**src/rtl/ochiba_loader_pkg.sv**
```systemverilog
// Shared constants and state encodings for the UART boot loader.
// Latency: n/a (declarations only).
// Backpressure: n/a; the serial line cannot be stalled, so the loader never pushes back.
package ochiba_loader_pkg;

    // First byte of every image; also the only byte that leaves P_HDR/P_ERR
    localparam logic [7:0] LOADER_HDR = 8'hA5;

    typedef enum logic [1:0] {
        R_IDLE,
        R_START,
        R_DATA,
        R_STOP
    } rx_state_t;

    typedef enum logic [2:0] {
        P_HDR,
        P_LEN0,
        P_LEN1,
        P_DATA,
        P_SUM,
        P_DONE,
        P_ERR
    } p_state_t;

endpackage

```
**src/rtl/ochiba_uart_loader_if.sv**
```systemverilog
// Instruction-RAM write port driven by the loader.
// Latency: n/a (wires only).
// Backpressure: none; the RAM must accept a write on every strobe.
interface ochiba_uart_loader_if;
    logic [31:0] instr_wdata;
    logic [31:0] instr_waddr;
    logic        instr_we;

    modport master (output instr_wdata, output instr_waddr, output instr_we);
    modport slave  (input  instr_wdata, input  instr_waddr, input  instr_we);
endinterface

```
**src/rtl/ochiba_uart_rx.sv**
```systemverilog
// 8N1 UART receiver: 2-FF synchroniser, mid-bit sampling, one-cycle byte/frame-error pulses.
// Latency: pulse fires 2 sync cycles + mid-stop-bit after the start edge on the pin.
// Backpressure: none; each byte is presented for exactly one cycle and must be consumed.
module ochiba_uart_rx
    import ochiba_loader_pkg::*;
#(
    parameter int CLKS_PER_BIT = 434
) (
    input  logic       inclk,
    input  logic       inrst,
    input  logic       rxd_i,
    output logic [7:0] rx_byte_o,
    output logic       byte_valid_o,
    output logic       frame_err_o
);

    localparam int CNT_W = $clog2(CLKS_PER_BIT);
    localparam int HALF  = CLKS_PER_BIT / 2;

    rx_state_t        state_q, state_d;
    logic             sync1_q, sync2_q, prev_q;
    logic [CNT_W-1:0] cnt_q;
    logic [2:0]       bit_cnt_q;
    logic [7:0]       shreg_q;
    logic             fall;
    logic             tick;

    // Synchroniser plus one extra stage for falling-edge detection; idle line is high
    always_ff @(posedge inclk or negedge inrst) begin
        if (!inrst) begin
            sync1_q <= 1'b1;
            sync2_q <= 1'b1;
            prev_q  <= 1'b1;
        end else begin
            sync1_q <= rxd_i;
            sync2_q <= sync1_q;
            prev_q  <= sync2_q;
        end
    end

    assign fall = prev_q & ~sync2_q;

    // Sample strike: half a bit into the start bit, then one full bit per data/stop bit
    always_comb begin
        tick = 1'b0;
        case (state_q)
            R_START:        tick = (cnt_q == CNT_W'(HALF - 1));
            R_DATA, R_STOP: tick = (cnt_q == CNT_W'(CLKS_PER_BIT - 1));
            default:        tick = 1'b0;
        endcase
    end

    // State register
    always_ff @(posedge inclk or negedge inrst) begin
        if (!inrst) state_q <= R_IDLE;
        else        state_q <= state_d;
    end

    // Next-state logic; a start bit that is high again at mid-bit is treated as a glitch
    always_comb begin
        state_d = state_q;
        case (state_q)
            R_IDLE:  if (fall) state_d = R_START;
            R_START: if (tick) state_d = sync2_q ? R_IDLE : R_DATA;
            R_DATA:  if (tick && (bit_cnt_q == 3'd7)) state_d = R_STOP;
            R_STOP:  if (tick) state_d = R_IDLE;
            default: state_d = R_IDLE;
        endcase
    end

    // Bit timer, bit counter and LSB-first shift register
    always_ff @(posedge inclk or negedge inrst) begin
        if (!inrst) begin
            cnt_q     <= '0;
            bit_cnt_q <= '0;
            shreg_q   <= '0;
        end else begin
            if ((state_q == R_IDLE) || tick) cnt_q <= '0;
            else                              cnt_q <= cnt_q + CNT_W'(1);
            if (state_q == R_START) bit_cnt_q <= '0;
            else if ((state_q == R_DATA) && tick) begin
                bit_cnt_q <= bit_cnt_q + 3'd1;
                shreg_q   <= {sync2_q, shreg_q[7:1]};
            end
        end
    end

    // Stop-bit verdict: good stop delivers the byte, bad stop reports a framing error
    always_comb begin
        rx_byte_o    = shreg_q;
        byte_valid_o = (state_q == R_STOP) && tick &&  sync2_q;
        frame_err_o  = (state_q == R_STOP) && tick && !sync2_q;
    end

endmodule

```
**src/rtl/ochiba_uart_loader.sv**
```systemverilog
// UART boot loader: header/length/data/checksum protocol, writes words to instr_ram, gates core reset.
// Latency: write strobe one cycle after the 4th byte of a word; core released the cycle after the good checksum.
// Backpressure: none; serial bytes arrive >= 10 bit-times apart, so one write per word never collides.
module ochiba_uart_loader
    import ochiba_loader_pkg::*;
#(
    parameter int CLKS_PER_BIT = 434,
    parameter int DEPTH_WORDS  = 4096
) (
    input  logic                        inclk,
    input  logic                        inrst,
    input  logic                        rxd,
    input  logic                        boot_skip,
    ochiba_uart_loader_if.master        instr_if,
    output logic                        core_rst_n,
    output logic                        load_done,
    output logic                        load_err
);

    localparam int          IDX_W   = $clog2(DEPTH_WORDS) + 1;
    localparam logic [16:0] DEPTH_L = 17'(DEPTH_WORDS);

    logic [7:0]       rx_byte;
    logic             byte_vld;
    logic             frame_err;

    p_state_t         p_state_q, p_state_d;
    logic [15:0]      len_q, len_d;
    logic [IDX_W-1:0] idx_q, idx_d;
    logic [7:0]       csum_q, csum_d;
    logic [31:0]      word_q, word_d;
    logic [1:0]       bcnt_q, bcnt_d;
    logic             we_q, we_d;
    logic [31:0]      wdata_q, wdata_d;
    logic [31:0]      waddr_q, waddr_d;

    logic [16:0]      len_full;
    logic [IDX_W-1:0] idx_inc;
    logic             last_word;
    logic             hdr_start;

    ochiba_uart_rx #(.CLKS_PER_BIT(CLKS_PER_BIT)) u_rx (
        .inclk        (inclk),
        .inrst        (inrst),
        .rxd_i        (rxd),
        .rx_byte_o    (rx_byte),
        .byte_valid_o (byte_vld),
        .frame_err_o  (frame_err)
    );

    assign len_full  = {1'b0, rx_byte, len_q[7:0]};
    assign idx_inc   = idx_q + IDX_W'(1);
    assign last_word = (17'(idx_inc) == {1'b0, len_q});
    assign hdr_start = byte_vld && (rx_byte == LOADER_HDR) &&
                       (((p_state_q == P_HDR) && !boot_skip) || (p_state_q == P_ERR));

    // Protocol state register
    always_ff @(posedge inclk or negedge inrst) begin
        if (!inrst) p_state_q <= P_HDR;
        else        p_state_q <= p_state_d;
    end

    // Protocol next state; framing errors only matter once a header has been accepted
    always_comb begin
        p_state_d = p_state_q;
        case (p_state_q)
            P_HDR: begin
                if (boot_skip)     p_state_d = P_DONE;
                else if (hdr_start) p_state_d = P_LEN0;
            end
            P_LEN0: begin
                if (frame_err)     p_state_d = P_ERR;
                else if (byte_vld) p_state_d = P_LEN1;
            end
            P_LEN1: begin
                if (frame_err)                  p_state_d = P_ERR;
                else if (byte_vld) begin
                    if (len_full > DEPTH_L)     p_state_d = P_ERR;
                    else if (len_full == '0)    p_state_d = P_SUM;
                    else                        p_state_d = P_DATA;
                end
            end
            P_DATA: begin
                if (frame_err) p_state_d = P_ERR;
                else if (byte_vld && (bcnt_q == 2'd3) && last_word) p_state_d = P_SUM;
            end
            P_SUM: begin
                if (frame_err)     p_state_d = P_ERR;
                else if (byte_vld) p_state_d = (rx_byte == csum_q) ? P_DONE : P_ERR;
            end
            P_DONE:  p_state_d = P_DONE;
            P_ERR:   if (hdr_start) p_state_d = P_LEN0;
            default: p_state_d = P_HDR;
        endcase
    end

    // Datapath next state: length capture, LE word assembly, running XOR, write strobe
    always_comb begin
        len_d   = len_q;
        idx_d   = idx_q;
        csum_d  = csum_q;
        word_d  = word_q;
        bcnt_d  = bcnt_q;
        we_d    = 1'b0;
        wdata_d = wdata_q;
        waddr_d = waddr_q;
        if (hdr_start) begin
            csum_d = '0;
            idx_d  = '0;
            bcnt_d = '0;
        end else if (byte_vld) begin
            case (p_state_q)
                P_LEN0: len_d[7:0]  = rx_byte;
                P_LEN1: len_d[15:8] = rx_byte;
                P_DATA: begin
                    csum_d = csum_q ^ rx_byte;
                    word_d = {rx_byte, word_q[31:8]};
                    bcnt_d = bcnt_q + 2'd1;
                    if (bcnt_q == 2'd3) begin
                        we_d    = 1'b1;
                        wdata_d = {rx_byte, word_q[31:8]};
                        waddr_d = 32'({idx_q, 2'b00});
                        idx_d   = idx_inc;
                    end
                end
                default: ;
            endcase
        end
    end

    // Datapath registers; wdata/waddr hold their value between strobes
    always_ff @(posedge inclk or negedge inrst) begin
        if (!inrst) begin
            len_q   <= '0;
            idx_q   <= '0;
            csum_q  <= '0;
            word_q  <= '0;
            bcnt_q  <= '0;
            we_q    <= 1'b0;
            wdata_q <= '0;
            waddr_q <= '0;
        end else begin
            len_q   <= len_d;
            idx_q   <= idx_d;
            csum_q  <= csum_d;
            word_q  <= word_d;
            bcnt_q  <= bcnt_d;
            we_q    <= we_d;
            wdata_q <= wdata_d;
            waddr_q <= waddr_d;
        end
    end

    // Status outputs decode directly from the registered protocol state
    always_comb begin
        core_rst_n = (p_state_q == P_DONE);
        load_done  = (p_state_q == P_DONE);
        load_err   = (p_state_q == P_ERR);
    end

    assign instr_if.instr_we    = we_q;
    assign instr_if.instr_wdata = wdata_q;
    assign instr_if.instr_waddr = waddr_q;

endmodule

```
**src/flat_wrapper.sv**
```systemverilog
// flat-port wrapper written by rule: the top's interface ports become plain ports
module ochiba_uart_loader_flat import ochiba_loader_pkg::*;
#(
    parameter int CLKS_PER_BIT = 434,
    parameter int DEPTH_WORDS  = 4096
)
  (inclk, inrst, rxd, boot_skip, core_rst_n, load_done, load_err, instr_if_instr_wdata, instr_if_instr_waddr, instr_if_instr_we);
  ochiba_uart_loader_if instr_if_i ();
  input  logic inclk;
  input  logic inrst;
  input  logic rxd;
  input  logic boot_skip;
  output logic core_rst_n;
  output logic load_done;
  output logic load_err;
  output wire logic [$bits(instr_if_i.instr_wdata)-1:0] instr_if_instr_wdata;
  output wire logic [$bits(instr_if_i.instr_waddr)-1:0] instr_if_instr_waddr;
  output wire logic [$bits(instr_if_i.instr_we)-1:0] instr_if_instr_we;
  assign instr_if_instr_wdata = instr_if_i.instr_wdata;
  assign instr_if_instr_waddr = instr_if_i.instr_waddr;
  assign instr_if_instr_we = instr_if_i.instr_we;
  ochiba_uart_loader #(.CLKS_PER_BIT(CLKS_PER_BIT), .DEPTH_WORDS(DEPTH_WORDS)) u_core (.inclk(inclk), .inrst(inrst), .rxd(rxd), .boot_skip(boot_skip), .instr_if(instr_if_i), .core_rst_n(core_rst_n), .load_done(load_done), .load_err(load_err));
endmodule
```
**config.mk**
```make
export PLATFORM = sky130hd
export DESIGN_NAME = ochiba_uart_loader_flat
export DESIGN_NICKNAME = d
export VERILOG_FILES = /design/src/rtl/ochiba_loader_pkg.sv /design/src/rtl/ochiba_uart_loader_if.sv /design/src/rtl/ochiba_uart_rx.sv /design/src/rtl/ochiba_uart_loader.sv /design/src/flat_wrapper.sv
export SDC_FILE = /design/constraint.sdc
export NUM_CORES = 1
export LEC_CHECK = 0
export CAP_MARGIN = 20
export CORE_MARGIN = 2
export CORE_UTILIZATION = 45
export CTS_CLUSTER_DIAMETER = 150
export CTS_CLUSTER_SIZE = 16
export DETAILED_ROUTE_END_ITERATION = 12
export PLACE_DENSITY = 0.67
export SETUP_SLACK_MARGIN = 0.1
export SLEW_MARGIN = 30
export SYNTH_ARGS = -nofsm -noshare
export SYNTH_HDL_FRONTEND = slang
export SYNTH_SLANG_ARGS = --single-unit
export TNS_END_PERCENT = 1
```
**constraint.sdc**
```tcl
create_clock -name inclk -period 7.3 [get_ports inclk]
set_input_delay 2.19 -clock inclk [delete_from_list [all_inputs] [get_ports inclk]]
set_output_delay 2.19 -clock inclk [all_outputs]
set_load 0.03 [all_outputs]
```
======== Word-level counts from Yosys, hierarchy flattened ========
Index checks and enable logic that the tools add are counted.
storage, ports and cells
  output and inout port bits .............. 68
  bits of input ports ..................... 4
  register bits after elaboration ......... 145
cells by class
  reductions and logical operators ........ 31
  muxes and demuxes ....................... 38
  add/sub/neg operators ................... 4
  bitwise operators ....................... 5
  equality and inequality tests ........... 24
  magnitude comparators ................... 1
operators by type and width
  operator                                               number
  two-way mux 13 bit                                     4
  two-way mux 3 bit                                      14
  two-way mux 8 bit                                      3
  one-hot mux 3 bit (7 select lines)                     1
  two-way mux 2 bit                                      9
  logical NOT 17 bit                                     1
  == test 13 x 16 -> 1 bit                               1
  > comparator 16 x 13 -> 1 bit (second input constant)  1
  adder 13 x 1 -> 13 bit (second input constant)         1
  == test 3 bit (second input constant)                  4
  != test 3 x 1 -> 1 bit (second input constant)         4
  AND reduction 3 bit                                    4
  AND reduction 4 bit                                    3
  logical AND 1 bit                                      10
  adder 9 x 1 -> 9 bit (second input constant)           1
  == test 9 x 8 -> 1 bit (second input constant)         1
  == test 9 bit (second input constant)                  1
  two-way mux 9 bit                                      1
  == test 8 bit                                          1
  == test 8 bit (second input constant)                  1
  != test 2 bit (second input constant)                  4
  one-hot mux 2 bit (4 select lines)                     1
  nonzero test 2 bit                                     4
  bitwise XOR 8 bit                                      1
  16 further kinds                                       27

======== Depth between registers and ports, before layout ========
Gate-level depths: netlist of run 1.
  depth in word-level cells ............... 10
  depth in mapped cells ................... 10

======== Cells and area by module ========
Synthesis of run 1 repeated with hierarchy kept, for this count alone.
second synthesis, totals
  cells, all modules ...................... 645
  area, all modules ....................... 6548.8 µm²
modules (own cells, without submodules)
  module              instances  sequential area each (µm²)  cells each  area an instance (µm²)
  ochiba_uart_loader  1          2802.7                      553         5358.9
  ochiba_uart_rx      1          629.4                       92          1189.9

======== Least setup slack after synthesis of run 1 ========
OpenSTA, ideal clock, no wires.
  kind .................................... register to output
  start ................................... register u_core.p_state_q[0]
  end ..................................... output load_done
  required time ........................... 5110 ps
  path buffers ............................ 3
  setup slack ............................. 3658 ps
  data arrival time ....................... 1452 ps
  stages on the path, launching flop included .. 5
  cell sequence ........................... dfrtp_1 -> clkbuf_1 -> clkbuf_1 -> and3_1 -> buf_4
on the way
  cells in the longest elaborated chain, start to end .. 1
ends and longest elaborated chain
  item                      line                      text
  start: declaration        ochiba_uart_loader.sv:27  p_state_t p_state_q, p_state_d;
  start signal: assignment  ochiba_uart_loader.sv:60  else p_state_q <= p_state_d;
  == test 3 bit             -
  end: declaration          flat_wrapper.sv:14        output logic load_done;
Every way passes these cells.

======== Worst setup path in the final report of run 1 ========
  start ................................... register u_core.p_state_q[2]
  end ..................................... output load_err
on the way
  cells in the longest elaborated chain, start to end .. 1
ends and longest elaborated chain
  item              line                       text
  == test 3 bit     ochiba_uart_loader.sv:158  load_err = (p_state_q == P_ERR);
  end: declaration  flat_wrapper.sv:15         output logic load_err;
Every way passes these cells.

==> results of run 1 <==
worst max-delay path, delay by kind of cell (launching register included):
kind | cells | cell delay, ps
AND/OR/NAND/NOR | 1 | 280
flip-flops | 1 | 650
buffers and inverters | 2 | 940
how the worst max path moves through the flow:
stage / to / depth (start not counted)
finish: load_err / 3
global route: load_err / 3
CTS: load_err / 3
detailed placement: u_core.idx_q[11] / 7
global placement: u_core.idx_q[3] / 7
floorplan: load_done / 4
area by class of cell:
| type | instances | area, sq um |
|---|---|---|
| multi-input combinational | 486 | 2940 |
| clock buffer | 20 | 437 |
| tap | 184 | 230 |
| inverter | 14 | 52.6 |
| clock inverter | 11 | 78.8 |
| fill | 1250 | 6820 |
| timing repair buffer | 55 | 544 |
| sequential | 137 | 3430 |
state kept, by name, indices dropped and copies added, names as in the netlist, named ones only:
signal	count
u_core.u_rx.cnt_q	9
u_core.p_state_q	3
u_core.u_rx.state_q	1
u_core.instr_if.instr_wdata	32
u_core.u_rx.prev_q	1
u_core.u_rx.bit_cnt_q	3
u_core.u_rx.sync2_q	1
u_core.len_q	16
u_core.word_q	24
u_core.csum_q	8
u_core.u_rx.sync1_q	1
u_core.u_rx.rx_byte_o	8
u_core.bcnt_q	2
u_core.instr_if.instr_waddr	13
u_core.instr_if.instr_we	1
u_core.idx_q	13
kinds of logic (layout without fill, tap and decap cells):
group,count (synthesis),in the layout,share of synthesized area (%)
buffers and inverters,76,100,5.95
multiplexers,48,48,8.42
flip-flops,137,137,51.2
AND/OR/NAND/NOR,288,288,20.2
other,1,19,0.0559
XOR/XNOR,29,29,3.79
AO/OA/AOI/OAI,97,97,9.48
adder cells (fa/ha/maj),5,5,0.933
metal layers:
metal | GRT usage (%) | vias up
li1 | - | 2329
met3 | 4.80 | 16
met1 | 23.9 | 2413
met5 | 0 | -
met4 | 5.56 | 0
met2 | 30.5 | 151
synth_stat cells, types with 7 or more instances:
cell type  count  area, sq um
nand2_1      167          627
mux2_4         7          105
o21ai_0       46          230
nor3_1        11         55.1
nand4_1        7         43.8
xor2_1         8         70.1
a21oi_1       12         60.1
dfrtp_1      134         3350
mux2_2        39          439
buf_4         24          180
inv_1         14         52.6
nor4_1         7         43.8
buf_2         13         65.1
clkbuf_1      23         86.3
nand2b_1       9         56.3
xnor2_1       21          184
nand3_1       18         90.1
nor2_1        38          143
power groups by stage:
| stage | Clock (mW) | Sequential, mW | Combinational, mW |
|---|---|---|---|
| after detailed placement | 0 | 0.821 | 0.0770 |
| after CTS | 0.764 | 0.807 | 0.0777 |
| final | 0.747 | 0.807 | 0.0758 |
| after global placement | 0 | 0.819 | 0.0742 |
| after floorplan | 0 | 0.814 | 0.0623 |
| after global routing | 0.795 | 0.811 | 0.0861 |
layout by cell type (no fill, tap or decap), types with 4 or more instances in the layout:
cell type,count
xnor2_1,21
o21ai_0,46
nand3_1,18
a21oi_1,12
xor2_1,8
nand2b_1,9
inv_1,14
dfrtp_1,134
o31ai_1,6
nor3_1,11
nor2b_1,4
nand4_1,7
clkdlybuf4s50_1,51
ha_1,5
nor4_1,7
clkbuf_16,17
o311ai_0,4
mux2_4,7
mux2_2,39
conb_1,19
a31oi_1,6
nand2_1,167
clkinvlp_4,5
nor2_1,38
through the flow:
step	utilization, %	power (mW)	instance area [sq um]	hold slack (ps)	instances
floorplan	-	0.876	6770	345	699
global placement	49.5	0.893	7200	346	876
detailed placement	49.5	0.898	7200	349	876
CTS	53.1	1.65	7710	354	907
global route	53.1	1.69	7710	354	907
finish	53.1	1.63	7710	349	907
==> impl_metrics.ini, run 1 <==
[global_routing]
grt_pass1_wl_um = 23600
antenna_found_initial = 0
grt_max_degree = 95
track_usage_pct = 18.4
grt_pass1_vias = 4790
globalRoute.totalOverflow = 0

[routing]
drt_wl_total_um = 14000
ant_nets = 0
drtPass1Iterations = 5
vias_per_cell = 5.41
dr_total_vias = 4909
remaining_drc_errors = 0
drtIter0Drc = 420
wl_met2_um = 6810
wl_met3_um = 662
dr.max_layer_used = met4
wirelength_met1_um = 6340
wl_per_cell_um = 15.4

[logic_synthesis]
synth_edf_count = 0
synth.avg_cell_area_sq_um = 9.84
netlist_area_sq_um = 6700
ys.flop_type = dfrtp_1
synthCells = 681
synth_seq_area_share_pct = 51.2
yosys_warnings = 0
synth-seq-cells = 137
ys_async_sr_fraction_pct = 100
synth_cell_type_count = 66

[critical_path]
crit_chain = inv_1 -> nor3_1 -> clkdlybuf4s50_1
crit_path_start = u_core.p_state_q[2]
r2r_end = u_core.idx_q[8]
path_max_fanout = 13
worstSetupStartpointType = flip-flop
worst_setup_path_end_kind = output port
slowest_delay_ps = 720
reg2reg_depth = 8
path_class = flip-flop to output port
cp_data_required_time_ps = 5110
r2r_setup_slack_ps = 3870
crit_slowest_cell = clkdlybuf4s50_1
worstPathArrival_ps = 2290

[placement]
dp_hpwl_um = 9380
gp_congestion = 0.938
place_ws_ps = 3220
port_buffers = 52

[min_path]
hold_path_class = flip-flop to flip-flop
holdPathEnd = u_core.u_rx.sync2_q
whs_path_depth = 0
hp-start = u_core.u_rx.sync1_q

[timing]
worst_slew_pin_slew_ps = 854
rsz0062_at_grt = false
fin_crit_sh_pct = 61.4
finalMaxSlewViolations = 0
fmax_mhz = 223
hold_viol = 0
post-route-worst-setup-slack_ps = 2820
maxSlewHeadroom_pct = 43.1
fin_skew_ps = 13.4
setup-violations-final = 0
min_period_ps = 4480
tns_ps = 0

[finish]
nets = 720
layout-drive-gt1-share_pct = 13.3
area_delta_synth_final_pct = 15.1
antenna_cells = 0

[die]
pin_count = 72
die_h_um = 126
die_w_um = 126
initial_utilization_pct = 46.1
rows = 44
core_area_sq_um = 14500
die_area_sq_um = 15900

[pwr]
p_per_area_nw_per_um2 = 211
p_leak_nw = 3.63
clockPowerShare_pct = 45.8
p_sw_mw = 0.391
p_seq_share_pct = 49.5
comb_power_share_pct = 4.7
vdd_drop_max_mv = 0.202
swShare_pct = 24.0
cellInternalPower_mw = 1.24

[status]
status = complete, no violations

[clock_tree]
cts_sinks = 137
clk_pin_slew_ps = 60
numCtsBuffers = 17
cts_setup_buffers = 0
cts_tree = yes
clk_latency_ps = 420
cts.hold.buffers_added = 0
ctsResizeCount = 0
cts_root_buffer = clkbuf_16
htree_levels = 4
cts_buffer_depth = 2

[run]
max-cap-violations = 0
(Power assumes the default switching activity.)
==> run 2, diff against run 1 <==
Clock period 7.3 ns to 4.6 ns, I/O delays scaled along.
==> run 2 against run 1 <==
Global-route usage is 0.48 points higher. Final cell count is 0.22% higher. Register-to-register slack worse by 2400 ps. Power is 73% higher. Design area is 1.3% higher. Clock power is 89% higher. Via count is 0.43% lower. Routed wire length is 1.7% higher. First-iteration DRC count is 17% lower. Critical endpoint unchanged. Largest cell class unchanged.
==> impl_metrics.ini, run 2 (same netlist as run 1, synthesis figures left out) <==
[finish]
largest_reg_flops = 32
final_area_sq_um = 7820
layout_common_cells = nand2_1 (167), dfrtp_1 (134), clkdlybuf4s50_1 (51)
nets = 721
register_area_sq_um = 3430
multi_input_area_sq_um = 2940
fillCellCount = 1254
final_common_cell = nand2_1
antenna_cells = 0
area_delta_synth_final_pct = 16.6
layout-drive-gt1-share_pct = 13.8

[placement]
place_area_sq_um = 7210
gp_congestion = 0.939
dp_hpwl_um = 9660
port_buffers = 52

[die]
die_w_um = 126
initial_utilization_pct = 46.1
die_area_sq_um = 15900
rows = 44
pin_count = 72
die_h_um = 126
core_area_sq_um = 14500

[routing]
wl_per_cell_um = 15.6
drt_wl_total_um = 14200
dr_total_vias = 4888
remaining_drc_errors = 0
drtIter0Drc = 347
drtPass1Iterations = 5
ant_nets = 0
vias_per_cell = 5.38

[status]
status = complete, no violations

[timing]
hold_viol = 0
fin_skew_ps = 6.87
setup-violations-final = 0
finalMaxSlewViolations = 0
fmax_mhz = 271
maxSlewHeadroom_pct = 46.3
tns_ps = 0
whs_ps = 363
min_period_ps = 3690
fin_crit_sh_pct = 80.3
rsz0062_at_grt = false
worst_slew_pin_slew_ps = 802

[pwr]
vdd_drop_max_mv = 0.292
p_leak_nw = 3.70
p_per_area_nw_per_um2 = 360

[clock_tree]
numCtsBuffers = 17
cts_root_buffer = clkbuf_16
clk_latency_ps = 430
cts_buffer_depth = 2
cts.hold.buffers_added = 0
cts_sinks = 137
cts_tree = yes
cts_setup_buffers = 0
ctsResizeCount = 0
htree_levels = 4
clk_pin_slew_ps = 60

[min_path]
whs_path_depth = 0
hold_path_class = flip-flop to flip-flop

[critical_path]
cp_data_required_time_ps = 3220
worst_setup_path_end_kind = output port
path_max_fanout = 13
path_class = flip-flop to output port
worstSetupStartpointType = flip-flop
worstPathArrival_ps = 2310
reg2reg_depth = 8

[global_routing]
grt_pass1_vias = 4781
track_usage_pct = 18.9
antenna_found_initial = 0
grt_pass1_wl_um = 24300
globalRoute.totalOverflow = 0
grt_max_degree = 82

[run]
max-cap-violations = 0
-- run 2: critical path, cell delays in order, from the launching register on --
cell	delay (ps)
dfrtp_1	640
inv_1	200
nor3_1	310
clkdlybuf4s50_1	730
-- run 2: layout make-up --
| type | count | area share, % |
|---|---|---|
| clock buffers | 19 | 5.67 |
| clock inverters | 13 | 2.15 |
| inverters | 14 | 0.672 |
| multi-input cells | 486 | 37.6 |
| flip-flops and latches | 137 | 43.9 |
| well taps | 184 | 2.95 |
| repair buffers | 56 | 7.06 |
-- run 2: metal layers --
metal	vias to the layer above	global-route usage (%)	share of wire, %
met5	-	0	0
met4	0	7.43	1.5
met3	20	4.04	3.8
met2	127	30.6	49
met1	2406	25.0	46
li1	2335	-	-
-- run 2: power breakdown --
part | total [mW] | internal [mW] | switching, mW
Sequential | 1.28 | 1.24 | 0.0424
Clock | 1.41 | 0.873 | 0.538
Combinational | 0.120 | 0.0453 | 0.0749
-- run 2: final timing paths --
check | start | endpoint | slack, ps
setup / recovery | u_core.p_state_q[2] | load_err | 910
hold / removal | u_core.u_rx.sync1_q | u_core.u_rx.sync2_q | 360
setup reg to reg | flip-flop | u_core.idx_q[4] | 1450
hold reg to reg | u_core.u_rx.sync1_q | u_core.u_rx.sync2_q | 360
max in group asynchronous | inrst | u_core.idx_q[10] | 2740
min in group asynchronous | inrst | u_core.instr_if.instr_wdata[2] | 990
-- run 2: stage by stage --
stage	power [mW]	utilization (%)	setup WS (ps)	instances
final	2.81	53.8	907	909
after global routing	2.91	53.8	779	909
after CTS	2.83	53.8	880	909
after detailed placement	1.43	49.6	1360	877
after global placement	1.42	49.6	1390	877
after floorplan	1.39	-	1770	699
